File: config.mk
export PLATFORM = sky130hd
export DESIGN_NAME = procyon_seg7_mux
export DESIGN_NICKNAME = d
export VERILOG_FILES = /design/src/rtl/procyon_seg7_pkg.sv /design/src/rtl/procyon_seg7_decoder.sv /design/src/rtl/procyon_seg7_mux.sv
export SDC_FILE = /design/constraint.sdc
export NUM_CORES = 1
export LEC_CHECK = 0
export ABC_AREA = 1
export BUFFER_PORTS_ARGS = -buffer_cell sky130_fd_sc_hd__clkbuf_2
export CAP_MARGIN = 30
export CORE_ASPECT_RATIO = 1.75
export CORE_MARGIN = 2
export CORE_UTILIZATION = 60
export CTS_CLUSTER_DIAMETER = 40
export DETAILED_ROUTE_END_ITERATION = 10
export PLACE_DENSITY = 0.81
export SETUP_SLACK_MARGIN = 0.2
export SLEW_MARGIN = 5
export SYNTH_ARGS = -nofsm -noshare
export SYNTH_HDL_FRONTEND = slang
export SYNTH_HIERARCHICAL = 1
export SYNTH_SLANG_ARGS = --single-unit
File: constraint.sdc
create_clock -name clk -period 4.8 [get_ports clk]
set_clock_uncertainty 0.1 [all_clocks]
set_input_delay 0.72 -clock clk [delete_from_list [all_inputs] [get_ports clk]]
set_output_delay 0.72 -clock clk [all_outputs]
set_load 0.02 [all_outputs]
File: src/rtl/procyon_seg7_pkg.sv
// Shared constants and types for the procyon seven-segment scan driver.
// Segment patterns are active-low: bit 0 is the top segment, bit 6 the middle.
package procyon_seg7_pkg;

  localparam logic [6:0] SEG7_BLANK = 7'h7F;

  // Index 0 sits in the rightmost slot of the literal.
  localparam logic [15:0][6:0] SEG7_PATTERNS = {
    7'h0E, 7'h06, 7'h21, 7'h46, 7'h03, 7'h08, 7'h18, 7'h00,
    7'h78, 7'h02, 7'h12, 7'h19, 7'h30, 7'h24, 7'h79, 7'h40
  };

  typedef enum logic [1:0] {
    IDLE,
    DEAD,
    DRIVE
  } scan_state_t;

endpackage

File: src/rtl/procyon_seg7_decoder.sv
// Hex nibble to active-low seven-segment pattern; n_rst low forces a blank.
module procyon_seg7_decoder
  import procyon_seg7_pkg::*;
(
  input  logic       n_rst,
  input  logic [3:0] nibble,
  output logic [6:0] seg
);

  always_comb begin
    seg = SEG7_BLANK;
    if (n_rst) seg = SEG7_PATTERNS[nibble];
  end

endmodule

File: src/rtl/procyon_seg7_mux.sv
// Time-multiplexed seven-segment driver with dead-time and frame-aligned updates.
// Optional leading-zero blanking is enabled with `define PROCYON_SEG7_LZ_BLANK_EN.
module procyon_seg7_mux
  import procyon_seg7_pkg::*;
#(
  parameter int DIGITS   = 4,
  parameter int SCAN_DIV = 1024
) (
  input  logic                  clk,
  input  logic                  n_rst,
  input  logic                  i_en,
  input  logic                  i_load,
  input  logic [DIGITS*4-1:0]   i_value,
  output logic [6:0]            o_seg,
  output logic [DIGITS-1:0]     o_an,
  output logic                  o_frame
);

  localparam int CNT_W = $clog2(SCAN_DIV);
  localparam int IDX_W = (DIGITS > 1) ? $clog2(DIGITS) : 1;
  localparam logic [CNT_W-1:0]  CNT_LAST = CNT_W'(SCAN_DIV - 1);
  localparam logic [IDX_W-1:0]  IDX_LAST = IDX_W'(DIGITS - 1);
  localparam logic [DIGITS-1:0] AN_OFF   = {DIGITS{1'b1}};

  scan_state_t          state_q, state_d;
  logic [CNT_W-1:0]     cnt_q, cnt_d;
  logic [IDX_W-1:0]     idx_q, idx_d;
  logic [DIGITS*4-1:0]  pend_q, disp_q;
  logic                 pend_valid_q;
  logic                 boundary;
  logic [3:0]           nibble_sel;
  logic                 lz_blank;
  logic                 dec_en;
  logic [6:0]           dec_seg;
  logic [DIGITS-1:0]    an_d;
  logic                 frame_d;

  always_ff @(posedge clk or negedge n_rst) begin
    if (!n_rst) begin
      state_q <= IDLE;
      cnt_q   <= '0;
      idx_q   <= '0;
    end else begin
      state_q <= state_d;
      cnt_q   <= cnt_d;
      idx_q   <= idx_d;
    end
  end

  // Each slot is one DEAD cycle followed by SCAN_DIV-1 DRIVE cycles (cnt 1..SCAN_DIV-1).
  always_comb begin
    state_d = state_q;
    cnt_d   = cnt_q;
    idx_d   = idx_q;
    case (state_q)
      IDLE: begin
        if (i_en) begin
          state_d = DEAD;
          cnt_d   = '0;
          idx_d   = '0;
        end
      end
      DEAD: begin
        state_d = DRIVE;
        cnt_d   = CNT_W'(1);
      end
      DRIVE: begin
        if (cnt_q == CNT_LAST) begin
          state_d = DEAD;
          cnt_d   = '0;
          idx_d   = (idx_q == IDX_LAST) ? '0 : idx_q + IDX_W'(1);
        end else begin
          cnt_d = cnt_q + CNT_W'(1);
        end
      end
      default: begin
        state_d = IDLE;
        cnt_d   = '0;
        idx_d   = '0;
      end
    endcase
    if (!i_en) begin
      state_d = IDLE;
      cnt_d   = '0;
      idx_d   = '0;
    end
  end

  // D only moves at a frame edge or when the scan restarts from IDLE.
  assign boundary = i_en && (o_frame || (state_q == IDLE));

  always_ff @(posedge clk or negedge n_rst) begin
    if (!n_rst) begin
      pend_q       <= '0;
      disp_q       <= '0;
      pend_valid_q <= 1'b0;
    end else begin
      if (i_load) pend_q <= i_value;
      if (boundary) begin
        pend_valid_q <= 1'b0;
        if (i_load)            disp_q <= i_value;
        else if (pend_valid_q) disp_q <= pend_q;
      end else if (i_load) begin
        pend_valid_q <= 1'b1;
      end
    end
  end

  always_comb begin
    nibble_sel = disp_q[int'(idx_d)*4 +: 4];
  end

`ifdef PROCYON_SEG7_LZ_BLANK_EN
  logic [IDX_W-1:0] lead_idx;

  // Digit 0 is always the floor, so an all-zero value still shows "0".
  always_comb begin
    lead_idx = '0;
    for (int d = 1; d < DIGITS; d++) begin
      if (disp_q[d*4 +: 4] != 4'h0) lead_idx = IDX_W'(d);
    end
    lz_blank = (idx_d > lead_idx);
  end
`else
  assign lz_blank = 1'b0;
`endif

  assign dec_en = (state_d == DRIVE) && !lz_blank;

  procyon_seg7_decoder u_decoder (
    .n_rst  (dec_en),
    .nibble (nibble_sel),
    .seg    (dec_seg)
  );

  always_comb begin
    an_d    = AN_OFF;
    frame_d = 1'b0;
    if (state_d == DRIVE) begin
      an_d    = ~(DIGITS'(1) << idx_d);
      frame_d = (idx_d == IDX_LAST) && (cnt_d == CNT_LAST);
    end
  end

  // Outputs follow the next state so segments and anodes always change together.
  always_ff @(posedge clk or negedge n_rst) begin
    if (!n_rst) begin
      o_seg   <= SEG7_BLANK;
      o_an    <= AN_OFF;
      o_frame <= 1'b0;
    end else begin
      o_seg   <= dec_seg;
      o_an    <= an_d;
      o_frame <= frame_d;
    end
  end

endmodule
======== Word level (Yosys, flattened, before mapping) ========
Memories as Yosys holds them, arrays and structs flattened.
Index checks and enable logic that the tools add are counted.
cells by class
  reduce and logical (&&, ||, !) cells .... 7
  shift-type cells ........................ 2
  bitwise operators ....................... 1
  $add $sub $neg .......................... 2
  multiplexer cells ....................... 18
  order comparisons ....................... 1
  eq/ne operators ......................... 7
operator list
  kind                   number
  $mux 16                2
  $eq 10x10->1 const B   2
  $mux 10                2
  $pmux 10 s2            1
  $shiftx 16x5->4        1
  $mux 7                 2
  $add 10x1->10 const B  1
  $mux 2                 5
  $eq 2x2->1 const B     4
  $pmux 2 s3             1
  $lt 4x5->1 const B     1
  $mux 4                 1
  $not 4->4              1
  $pmux 2 s2             1
  $reduce_bool 2->1      2
  $shl 1x2->4 const A    1
  $mux 1                 3
  $add 2x1->2 const B    1
  $eq 2x1->1 const B     1
  $logic_and 1x1->1      2
  $logic_not 2->1        1
  $reduce_and 2->1       1
  $logic_or 1x1->1       1
storage, ports and cells
  output and inout port bits .............. 12
  memory bits (read-only) ................. 112
  logic and storage cells ................. 48
  input bits .............................. 20
  memories kept ........................... 1
  flip-flop bits (word level) ............. 59
memories
  memory            words  width  rd ports  clocked after Yosys merged registers in  write ports  line                        RTL
  (name not given)  16     7      1         0                                        0            procyon_seg7_decoder.sv:12  if (n_rst) seg = SEG7_PATTERNS[nibble];

======== Depth between registers and ports, before layout ========
Gate-level depths: netlist of the first run.
  depth in word-level cells ............... 9
  depth in mapped cells ................... 19
  mapped depth without buffers ............ 19

======== Cells and area by module ========
The synthesis of the first run kept the hierarchy.
modules (own cells, without submodules)
  module                area each (um2)  cells each  seq. area each (um2)  times used
  procyon_seg7_mux      2602.5           299         1490.2                1
  procyon_seg7_decoder  305.3            51          0.0                   1

======== Worst setup path before layout of the first run ========
Ideal clock, no wire load.
  path kind ............................... input-to-reg
  start ................................... in i_en
  end ..................................... reg o_seg[3]
  slack ................................... 2403 ps
  required time ........................... 4605 ps
  library setup time ...................... 95 ps
  data arrival time ....................... 2202 ps
  cell stages on the path ................. 16
  path buffers ............................ 0
  cell sequence ........................... nand2_1 -> inv_1 -> nand2_1 -> inv_1 -> nand2_1 -> nor2_1 -> a21oi_4 -> inv_2 -> nand2_1 -> nand2_1 -> inv_1 -> ha_1 -> nand2_1 -> nand2_1 -> nand2_1 -> nand3_2
between the ends
  word-level cells in the longest chain between the ends .. 5
  elaborated cells on any way between the ends .. 7
  those cells by class .................... eq/ne: 1; shift: 1; mux: 4; memory: 1
ends and longest elaborated chain
  item                          line                        RTL
  from (decl)                   procyon_seg7_mux.sv:11      input logic i_en,
  $mux 2                        procyon_seg7_mux.sv:82      if (!i_en) begin
  via idx_d[1]                  procyon_seg7_mux.sv:27      logic [IDX_W-1:0] idx_q, idx_d;
  $shiftx 16x5->4               procyon_seg7_mux.sv:110     nibble_sel = disp_q[int'(idx_d)*4 +: 4];
  via nibble_sel[0]             procyon_seg7_mux.sv:31      logic [3:0] nibble_sel;
  $mem_v2 16x7                  -
  $mux 7 (not written as such)  procyon_seg7_decoder.sv:12
  $mux 7                        procyon_seg7_decoder.sv:12
  via dec_seg[3]                procyon_seg7_mux.sv:34      logic [6:0] dec_seg;
  to (signal assigned)          procyon_seg7_mux.sv:152     o_seg <= dec_seg;
  to (decl)                     procyon_seg7_mux.sv:14      output logic [6:0] o_seg,
The timed path passes the listed nets, and every way through them passes these cells. The select of a mux whose other input is x is not followed.
A chain may end at the register's enable or synchronous reset.

======== Worst setup path in the final report of the first run ========
  start ................................... reg state_q[0]
  end ..................................... reg o_seg[3]
between the ends
  word-level cells in the longest chain between the ends .. 7
  elaborated cells on any way between the ends .. 13
  those cells by class .................... eq/ne: 3; shift: 1; mux: 7; reduce/logical: 1; memory: 1
ends and longest elaborated chain
  item                                             line                        RTL
  from (decl)                                      procyon_seg7_mux.sv:25      scan_state_t state_q, state_d;
  from (signal assigned)                           procyon_seg7_mux.sv:44      state_q <= state_d;
  $eq 2x2->1 / $eq 2x1->1 (equally long branches)  procyon_seg7_mux.sv:55      case (state_q)
  $pmux 2 s2 (*)                                   procyon_seg7_mux.sv:55
  $mux 2 (*)                                       procyon_seg7_mux.sv:82
  via idx_d[0]                                     procyon_seg7_mux.sv:27
  $shiftx 16x5->4 (*)                              procyon_seg7_mux.sv:110
  via nibble_sel[0]                                procyon_seg7_mux.sv:31
  $mem_v2 16x7 (*)                                 -
  $mux 7 (not written as such) (*)                 procyon_seg7_decoder.sv:12
  $mux 7 (*)                                       procyon_seg7_decoder.sv:12
  via dec_seg[3]                                   procyon_seg7_mux.sv:34
The timed path passes the listed nets; every way through them passes the cells marked *. The select of a mux whose other input is x is not followed.

==> impl_results.md, run 1 <==
* Synth Area in Compound Gates at 5.938%
* Kind of critical path: reg2reg
* # IOs at 32
* Final setup vio count at 0
* IO Port Bufs at 31
* Area grow syn2layout at 15.40%
* Post-DP HPWL at 4.008 mm
* Final Critical Period at 2.885 ns
* P per Cell Area at 488.7 nW/um2
* Post-synthesis simple-gate area fraction at 30.85%
* Clock latency on the worst-skew pair at 0.34 ns
* Drt initial violations at 69
* Filler cell count at 377
* Worst slew pin tran at 0.7920 ns
* Hold_buf cts at 0
* Die W at 56.63 um
* CTS clock-pin slew for the worst setup and hold paths at 0.07 ns
* Die area at 5441 um2
* YS warnings at 6
* # H-tree levels at 3
* Area after DPL at 3099 um2
* CTS sink cnt at 59
* Initial core utilization at 62.32%
* Crit end category: flop
* Worst path buffer plus inverter count at 4
* Setup bufs post-CTS at 0
* Outcome: complete, no violations
* Grt ovf at 0
* Router iterations before antenna repair at 4
* Die Y at 96.09 um
* Max-slew violation count at 0
* Peak supply drop at 0.3538 mV
* CP max stage cell: dfrtp_1
* LEAKAGE at 1.670 nW
* Wire per inst at 12.60 um
* RSZ-0062 raised after global routing: no
* Clk buf depth at 2
* Antenna violations before repair at 0
* Critical path launch point type: flop
* Via Count at 2343
* CP Max Fanout at 10
* Post-Syn Instances at 350
* Flops & latches, synth at 59
* F_max at 0.3466 GHz
* Req. time, crit path at 4.94 ns
* Cell repeated most along the worst path: nand2_1
* Final net count at 417
* Syn nets at 382
* Num CTS Buffers at 9
* Layout cells sized above 1 at 20.00%
* Ant diodes at 0
* XOR/XNOR Fraction of Synth Area at 1.205%
* Ys flop type: dfrtp_1
* Core outline area at 4666 um2
* Number of synthesized flops with an enable pin at 0
* FFs w/ async S/R, synth at 100.0%
* # DRC at 0
* Cells along the critical path: inv_1, ha_1, nand2_1, inv_1, nand2_1, nor2_1, nand4_1, nand2_2, nand2_1, nand2_1, nand2_1, nand2_1, inv_1, ha_1, inv_1, nand2_2, nand2_1, nand2_1, nand3_2
* Avg Cell Area, Syn at 8.308 um2
* Mux contribution to synthesized area at 0%
* Adder and majority cell fraction of the synthesized area at 5.164%
* Setup TNS at 0 ns
* Finished Cell Area at 3356 um2
* Commonest non-fill, non-tap cell in the layout: nand2_1
* First-pass GRT wire length at 9.784 mm
* Global-route usage over all layers at 23.56%
* Crit-path leading delay family: simple AND/OR/NAND/NOR gates
* HP Class: reg2reg
* ANT nets after route at 0
* Pin count of the biggest net entering global routing at 60
* CTS tree: built
* CTS resizes at 0
* Row cnt at 33
* Worst rel slew slack at 47.00%
* Post-DR vias/cell at 5.301
* Unique masters post-synth at 28
* Post-Syn Area at 2908 um2
* Final-report hold violation count at 0
* MaxCap Viol Count at 0
* Critical Path AT at 3.02 ns
* Routability cong. at 0.9007
* Critical path's largest stage delay at 0.39 ns
* Fin crit share at 60.11%
* FF+latch area at 1490 um2
* Routed WL at 5.567 mm
* Number of global-route vias before repair at 2360
* Main combinational cell family by area after synthesis: simple AND/OR/NAND/NOR gates
* Sequential cell area fraction in the yosys report at 51.25%
* Multi-input logic area at 1257 um2
* Most frequent cells in the layout: 130 x nand2_1, 48 x dfrtp_1, 40 x nor2_1, 31 x clkbuf_2, 27 x inv_1
* Root buf cell: clkbuf_8
-- flip-flops by register name, summed over array words and instances, names as in the netlist --
name / flops
cnt_q: 10
disp_q: 16
idx_q: 2
o_an: 4
o_frame: 1
o_seg: 7
pend_q: 16
pend_valid_q: 1
state_q: 2
-- area by class of cell --
class | instances | share of cell area (%)
clock buffer | 11 | 3.915
clock inverter | 5 | 3.729
inverter | 29 | 3.244
multi-input combinational | 253 | 37.47
sequential | 59 | 44.41
tap | 52 | 1.939
timing repair buffer | 33 | 5.295
-- path summary, 6_finish.rpt --
check	startpoint	endpoint	slack (ns)	depth (start not counted)
worst max-delay path	state_q[0]	o_seg[3]	1.91	19
max in group asynchronous	n_rst	disp_q[13]	3.69	2
min in group asynchronous	n_rst	cnt_q[6]	0.41	2
worst max register to register	state_q[0]	o_seg[3]	1.91	19
worst min register to register	pend_q[7]	pend_q[7]	0.37	2
worst min-delay path	pend_q[7]	pend_q[7]	0.37	2
-- power by group --
| part | total [mW] | switching [mW] | internal (mW) |
|---|---|---|---|
| Clock | 0.584 | 0.187 | 0.397 |
| Sequential | 0.641 | 0.0458 | 0.595 |
| Combinational | 0.416 | 0.269 | 0.147 |
| Total | 1.64 | 0.502 | 1.14 |
-- cell families (layout without fill, tap and decap cells) --
family,count (synthesis),count (layout)
xor gates and xnor gates,4,4
buffers and inverters,38,78
DFF,59,59
adders and majority gates,12,12
AOI/OAI and AO/OA,26,26
and+or+nand+nor,211,211
-- synth_stat cells, types with 3 or more instances --
cell	n	area (um2)
a21oi_1	4	20.02
a31oi_1	16	100.1
clkbuf_1	5	18.77
dfrtp_1	48	1201
dfstp_2	11	289.0
ha_1	12	150.1
inv_1	27	101.4
nand2_1	130	488.0
nand2_2	7	43.79
nand3_1	23	115.1
nand4_1	3	18.77
nor2_1	41	153.9
-- per-layer routing --
layer,share of wire (%),wire (um),vias to the layer above,GRT usage (%)
li1,-,-,1176,-
met1,39,2178,1075,23.48
met5,0,0,-,0
met2,54,2983,75,43.70
met4,2.9,164,0,13.10
met3,4.3,240,17,5.914
-- stage by stage --
stage / utilization [%] / total power [mW] / hold slack [ns] / worst slack [ns] / cells
final: 71.92 / 1.640 / 0.3703 / 1.915 / 442
after global routing: 71.92 / 1.731 / 0.3957 / 1.689 / 442
after CTS: 71.92 / 1.648 / 0.3717 / 1.990 / 442
after detailed placement: 66.43 / 1.060 / 0.3551 / 1.993 / 426
after global placement: 66.10 / 1.037 / 0.3485 / 2.106 / 425
after floorplan: - / 0.9619 / 0.3244 / 2.403 / 350
-- worst register-to-register path: stages, from the launching register on --
cell and delay (ns):
dfrtp_1 0.39, inv_1 0.11, ha_1 0.32, nand2_1 0.13, inv_1 0.10, nand2_1 0.08, nor2_1 0.11, nand4_1 0.13
nand2_2 0.20, nand2_1 0.08, nand2_1 0.07, nand2_1 0.07, nand2_1 0.16, inv_1 0.12, ha_1 0.33, inv_1 0.06
nand2_2 0.05, nand2_1 0.07, nand2_1 0.07, nand3_2 0.06
Power figures use the tool's default switching activity.
==> inputs of run 2 (changes only) <==
- ABC_AREA: 1 -> 0
- CORE_UTILIZATION: 60 -> 52
- PLACE_DENSITY: 0.81 -> 0.75
- clock period: 4.8 -> 2.6 ns (I/O delays scaled with it)
==> impl_results.md, run 2 <==
* Outcome: complete, but fails checks
* Failing checks: negative hold slack, negative setup slack
* Drt initial violations at 54
* Fin cells at 372
* Synth cell count leaders: 48 x dfrtp_1, 33 x mux2_2, 15 x nor2_1
* Number of synthesized flops with an enable pin at 0
* Main area contributors after synthesis: dfrtp_1 42%, mux2_2 13%, dfstp_2 10%
* Area grow syn2layout at 37.58%
* Peak supply drop at 0.6367 mV
* Root buf cell: clkbuf_8
* Via Count at 2162
* Sequential cell area fraction in the yosys report at 52.54%
* Sw Ratio at 29.33%
* Die area at 6085 um2
* Final Util at 74.26%
* R2r setup slk at -0.26 ns
* Largest regs: disp_q (16), pend_q (16), cnt_q (10)
* Req. time, crit path at 2.74 ns
* Worst reg2reg path depth at 12
* Switching power at 910.1 uW
* Post-DP HPWL at 4.462 mm
* Global-route usage over all layers at 24.26%
* Kind of critical path: reg2reg
* Area leader, netlist: dfrtp_1
* Layout cells sized above 1 at 56.15%
* Antenna violations before repair at 0
* Commonest non-fill, non-tap cell in the layout: dfrtp_1
* Grt ovf at 0
* Wire per inst at 18.30 um
* Routability cong. at 0.8678
* Internal Power at 2.193 mW
* Place WS at -0.1946 ns
* Max-slew violation count at 0
* Post-Syn Instances at 232
* Die W at 59.83 um
* Number of global-route vias before repair at 2308
* Final setup vio count at 7
* # IOs at 32
* Synth top area share at 42.35%
* Ant diodes at 0
* Worst slew pin tran at 0.7085 ns
* Ys flop type: dfrtp_1
* FFs w/ async S/R, synth at 100.0%
* Clock latency on the worst-skew pair at 0.34 ns
* Final net count at 344
* Flops & latches, synth at 59
* Router iterations before antenna repair at 4
* Row cnt at 35
* Pin count of the biggest net entering global routing at 34
* F_max at 0.3491 GHz
* Gate power share at 30.1%
* Unique masters post-synth at 45
* CTS sink cnt at 59
* IO Port Bufs at 31
* MaxCap Viol Count at 0
* Critical path launch point type: flop
* First-pass GRT wire length at 10.73 mm
* Crit end category: flop
* R2r endpoint: o_seg[0]
* Critical Path AT at 3.01 ns
* Final WS setup at -0.2644 ns
* RSZ-0062 raised after global routing: yes
* Core outline area at 5255 um2
* Routed WL at 6.806 mm
* Die Y at 101.7 um
* Clk buf depth at 2
* LEAKAGE at 1.677 nW
* # H-tree levels at 3
* Worst flop-to-flop path startpoint: idx_q[1]
* CTS tree: built
* Register share of total power at 36.8%
* Worst hold margin at -0.007738 ns
* Post-Syn Area at 2836 um2
* Fin crit share at 110.2%
* CTS clock-pin slew for the worst setup and hold paths at 0.07 ns
* Final-report hold violation count at 7
* Most frequent cells in the layout: 48 x dfrtp_1, 35 x buf_4, 32 x mux2_2, 31 x clkbuf_2, 13 x nor2_1
* # DRC at 0
* Worst rel slew slack at 52.77%
* Syn nets at 264
* Initial core utilization at 53.98%
* HP Class: in2async
* ANT nets after route at 0
* CP Max Fanout at 7
* Clock Power Share at 33.1%
* YS warnings at 6
* Post-DR vias/cell at 5.812
* Num CTS Buffers at 9
* Avg Cell Area, Syn at 12.23 um2
* Placed cell count at 349
* Count leader, synth: dfrtp_1
* P per Cell Area at 795.1 nW/um2
* Final Critical Period at 2.864 ns
run 2: changes by cell type after synthesis, sizes merged, moves of 6 or more:
cell	change
nand2b	+6
nor2	-28
mux2i	+14
mux2	+34
nand3	-18
nand2	-124
a31oi	-16
inv	-20
run 2: worst max-delay path by stage:
stage / start / endpoint / slack, ns
2_1_floorplan: idx_q[0] / o_seg[3] / -0.17
3_3_place_gp: idx_q[1] / o_seg[3] / -0.12
3_5_place_dp: idx_q[0] / o_seg[0] / -0.19
4_1_cts: idx_q[0] / o_seg[3] / -0.20
5_1_grt: idx_q[0] / o_seg[0] / -0.39
6_report: idx_q[1] / o_seg[0] / -0.26
run 2: per-stage QoR:
| stage | total power [mW] | setup TNS [ns] | area [um2] |
|---|---|---|---|
| 5_1_grt | 3.243 | -2.129 | 3902 |
| 4_1_cts | 3.004 | -0.9314 | 3802 |
| 2_1_floorplan | 1.629 | -0.3581 | 2963 |
| 6_report | 3.103 | -1.265 | 3902 |
| 3_5_place_dp | 1.870 | -0.9443 | 3442 |
| 3_3_place_gp | 1.848 | -0.4489 | 3442 |
run 2: metal layers:
metal / vias to the layer above / wire, um / share of wire [%] / GRT usage [%]
met3: 26 / 204 / 3.0 / 6.386
met4: 0 / 247 / 3.6 / 14.36
met1: 1092 / 2433 / 36 / 24.71
li1: 991 / - / - / -
met2: 53 / 3921 / 58 / 42.64
met5: - / 0 / 0 / 0
run 2: cell type report:
| type | instances | area (um2) |
|---|---|---|
| Inverter | 9 | 33.78 |
| Clock inverter | 6 | 112.6 |
| Clock buffer | 10 | 137.6 |
| Fill cell | 345 | 1353 |
| Sequential cell | 59 | 1490 |
| Tap cell | 55 | 68.82 |
| Multi-Input combinational cell | 156 | 1500 |
| Timing Repair Buffer | 77 | 559.3 |
run 2: power by group through the flow:
stage	Sequential, mW	Clock [mW]	Combinational, mW
after floorplan	1.14	0	0.485
after global placement	1.16	0	0.691
after detailed placement	1.16	0	0.710
after CTS	1.14	1.04	0.819
after global routing	1.16	1.09	0.997
final	1.14	1.03	0.935
run 2: cell families after synthesis:
group | Yosys count | synth area share, %
AO/OA/AOI/OAI | 27 | 6.396
AND/OR/NAND/NOR | 62 | 11.78
multiplexers | 48 | 18.57
adder cells (fa/ha/maj) | 12 | 5.293
buffers and inverters | 17 | 3.264
flip-flops | 59 | 52.54
XOR/XNOR | 7 | 2.161
run 2: worst max-delay path, cell delays in order (launching register included):
cell,delay (ns)
dfrtp_1,0.39
ha_1,0.28
nand4_1,0.07
or4_4,0.56
o21ai_4,0.09
buf_12,0.16
buf_6,0.11
mux2i_1,0.20
mux2i_1,0.12
buf_4,0.19
buf_4,0.15
mux2i_1,0.12
o211ai_1,0.24
run 2: what timing repair did:
| action | 4_1_cts | 5_1_grt |
|---|---|---|
| pin swaps | 4 | 10 |
| endpoints found under the setup margin | 7 | 9 |
| endpoints found under the hold margin | 0 | 0 |
| gates cloned | 0 | 0 |
| hold buffers | 0 | 0 |
| setup buffers | 4 | 3 |
| gates resized for setup | 23 | 15 |
==> inputs of run 3 (changes only) <==
- CELL_PAD_IN_SITES_DETAIL_PLACEMENT: unset -> 0
- CELL_PAD_IN_SITES_GLOBAL_PLACEMENT: unset -> 1
- CORE_UTILIZATION: 52 -> 42
- PLACE_DENSITY: 0.75 -> unset
- PLACE_DENSITY_LB_ADDON: unset -> 0.1
- SYNTH_HIERARCHICAL: 1 -> unset
==> impl_results.md, run 3 <==
* IO Port Bufs at 31
* Cells along the critical path: ha_1, and2_4, and4_4, nor3_4, or4b_4, o21ai_4, a21oi_4, ha_4, mux4_2, nor2_2, o31ai_2
* Max Used Layer: met4
* Syn nets at 267
* WL met2 at 3.810 mm
* HP Class: in2async
* Critical path launch point type: flop
* R2r endpoint: o_seg[3]
* Setup TNS at -0.3590 ns
* ANT nets after route at 0
* Unique masters post-synth at 49
* Ys flop type: dfrtp_1
* YS warnings at 0
* Synth cell count leaders: 48 x dfrtp_1, 33 x mux2_2, 14 x nor2_1
* First-pass GRT wire length at 10.85 mm
* Die area at 7625 um2
* Filler cell count at 580
* Final-report hold violation count at 0
* Kind of critical path: reg2reg
* Flops & latches, synth at 59
* Num CTS Buffers at 9
* MaxCap Viol Count at 0
* Synth top area share at 41.34%
* Final setup vio count at 5
* Routed WL at 6.532 mm
* Largest regs: disp_q (16), pend_q (16), cnt_q (10)
* Peak supply drop at 0.5115 mV
* Global-route usage over all layers at 19.94%
* Final WS setup at -0.1464 ns
* Drt initial violations at 85
* CTS clock-pin slew for the worst setup and hold paths at 0.05 ns
* Post-Syn Area at 2905 um2
* Max-slew violation count at 0
* RSZ-0062 raised after global routing: yes
* CP Max Fanout at 4
* R2r setup slk at -0.15 ns
* Worst reg2reg path depth at 11
* Grt ovf at 0
* Row cnt at 40
* # IOs at 32
* Die W at 66.87 um
* Area leader, netlist: dfrtp_1
* Failing checks: negative setup slack
* Ant diodes at 0
* Clock latency on the worst-skew pair at 0.33 ns
* Most frequent cells in the layout: 48 x dfrtp_1, 42 x buf_4, 33 x mux2_2, 31 x clkbuf_2, 13 x nor2_1
* # DRC at 0
* Router iterations before antenna repair at 4
* Antenna violations before repair at 0
* Metal3 WL at 179 um
* Root buf cell: clkbuf_16
* Avg Cell Area, Syn at 12.36 um2
* Fin crit share at 105.6%
* P per Cell Area at 772.0 nW/um2
* Critical path's largest stage delay at 0.50 ns
* Worst hold margin at 0.1117 ns
* CTS sink cnt at 59
* Worst slew pin tran at 0.7337 ns
* # H-tree levels at 3
* Routability cong. at 0.8179
* Commonest non-fill, non-tap cell in the layout: dfrtp_1
* Final net count at 351
* Core outline area at 6807 um2
* Hold_buf cts at 0
* FFs w/ async S/R, synth at 100.0%
* Die Y at 114.0 um
* M1 WL at 2.401 mm
* Outcome: complete, but fails checks
* Final Critical Period at 2.746 ns
* Post-Syn Instances at 235
* LEAKAGE at 1.783 nW
* Req. time, crit path at 2.75 ns
* Count leader, synth: dfrtp_1
* Critical Path AT at 2.90 ns
* Layout cells sized above 1 at 55.56%
* Post-DR vias/cell at 5.157
* Clk buf depth at 2
* Via Count at 2104
* Crit end category: flop
* Number of synthesized flops with an enable pin at 0
* Number of global-route vias before repair at 2228
* Main area contributors after synthesis: dfrtp_1 41%, mux2_2 13%, dfstp_2 9.9%
* Worst flop-to-flop path startpoint: idx_q[0]
* Initial core utilization at 42.68%
* Post-DP HPWL at 4.858 mm
* Area grow syn2layout at 39.41%
* CTS tree: built
* Wire per inst at 16.01 um
* CP max stage cell: or4b_4
* Worst rel slew slack at 51.09%
* Pin count of the biggest net entering global routing at 60
* F_max at 0.3641 GHz
* Sequential cell area fraction in the yosys report at 51.29%
-- run 3: cell types whose count changed after synthesis, moves of 2 or more --
cell      delta
clkbuf_1     +4
nand2b_1     -4
nand2_1      -2
o221ai_1     +3
mux2i_1      -2
buf_6        -3
or4b_1       +2
o211ai_1     -4
and2_1       +2
o211a_1      +2
o21ai_1      -3
inv_1        +4
-- run 3: stage by stage --
step	setup slack [ns]	power, mW	util [%]	area [um2]	instances
finish	-0.1464	3.127	59.50	4050	408
global route	-0.2585	3.289	59.50	4050	408
CTS	-0.1474	3.109	58.35	3971	406
detailed placement	-0.3176	1.832	51.31	3492	388
global placement	-0.2547	1.822	51.31	3492	388
floorplan	-0.3518	1.552	-	2935	235
-- run 3: per-layer routing --
| metal | GRT usage [%] | up-vias |
|---|---|---|
| li1 | - | 1013 |
| met1 | 20.18 | 1045 |
| met2 | 36.20 | 36 |
| met3 | 4.438 | 10 |
| met4 | 11.29 | 0 |
| met5 | 0 | - |
-- run 3: repair_timing --
action / in CTS / in global routing
endpoints found under the hold margin: 0 / 0
gates resized for setup: 28 / 12
pin swaps: 4 / 3
endpoints found under the setup margin: 8 / 8
buffers inserted: 2 / 2
-- run 3: final cells by class --
class                      count  area, um2  area share, %
clock buffer                  13      291.5          7.198
clock inverter                 3      17.52         0.4325
inverter                      13      48.80          1.205
multi-input combinational    157       1559          38.49
sequential                    59       1490          36.79
tap                           84      105.1          2.595
timing repair buffer          79      538.0          13.28
-- run 3: logic make-up after synthesis --
logic type | after synthesis | synth area share, %
AOI/OAI and AO/OA | 28 | 7.838
xor gates and xnor gates | 9 | 2.713
adders and majority gates | 12 | 5.168
buffers and inverters | 19 | 2.498
DFF | 59 | 51.29
muxes | 48 | 18.69
and+or+nand+nor | 60 | 11.80
-- run 3: how the worst max path moves through the flow --
| stage | startpoint | to | slack, ns | cells past startpoint |
|---|---|---|---|---|
| 2_1_floorplan | state_q[0] | o_seg[0] | -0.35 | 12 |
| 6_report | idx_q[0] | o_seg[3] | -0.15 | 11 |
| 3_3_place_gp | cnt_q[1] | o_seg[3] | -0.25 | 11 |
| 5_1_grt | idx_q[0] | o_seg[3] | -0.26 | 11 |
| 4_1_cts | idx_q[0] | o_seg[0] | -0.15 | 10 |
| 3_5_place_dp | cnt_q[1] | o_seg[3] | -0.32 | 11 |
-- run 3: critical path: cells and delay by family, from the launching register on --
family	cells	cell delay, ns
AND/OR/NAND/NOR	5	1.08
multiplexers	1	0.29
AO/OA/AOI/OAI	3	0.24
flip-flops	1	0.37
adder cells (fa/ha/maj)	2	0.58
-- run 3: power by group --
part / total [mW] / switching (mW) / internal, mW
Clock: 1.18 / 0.400 / 0.776
Combinational: 0.815 / 0.389 / 0.427
Sequential: 1.14 / 0.0729 / 1.06
Total: 3.13 / 0.862 / 2.26
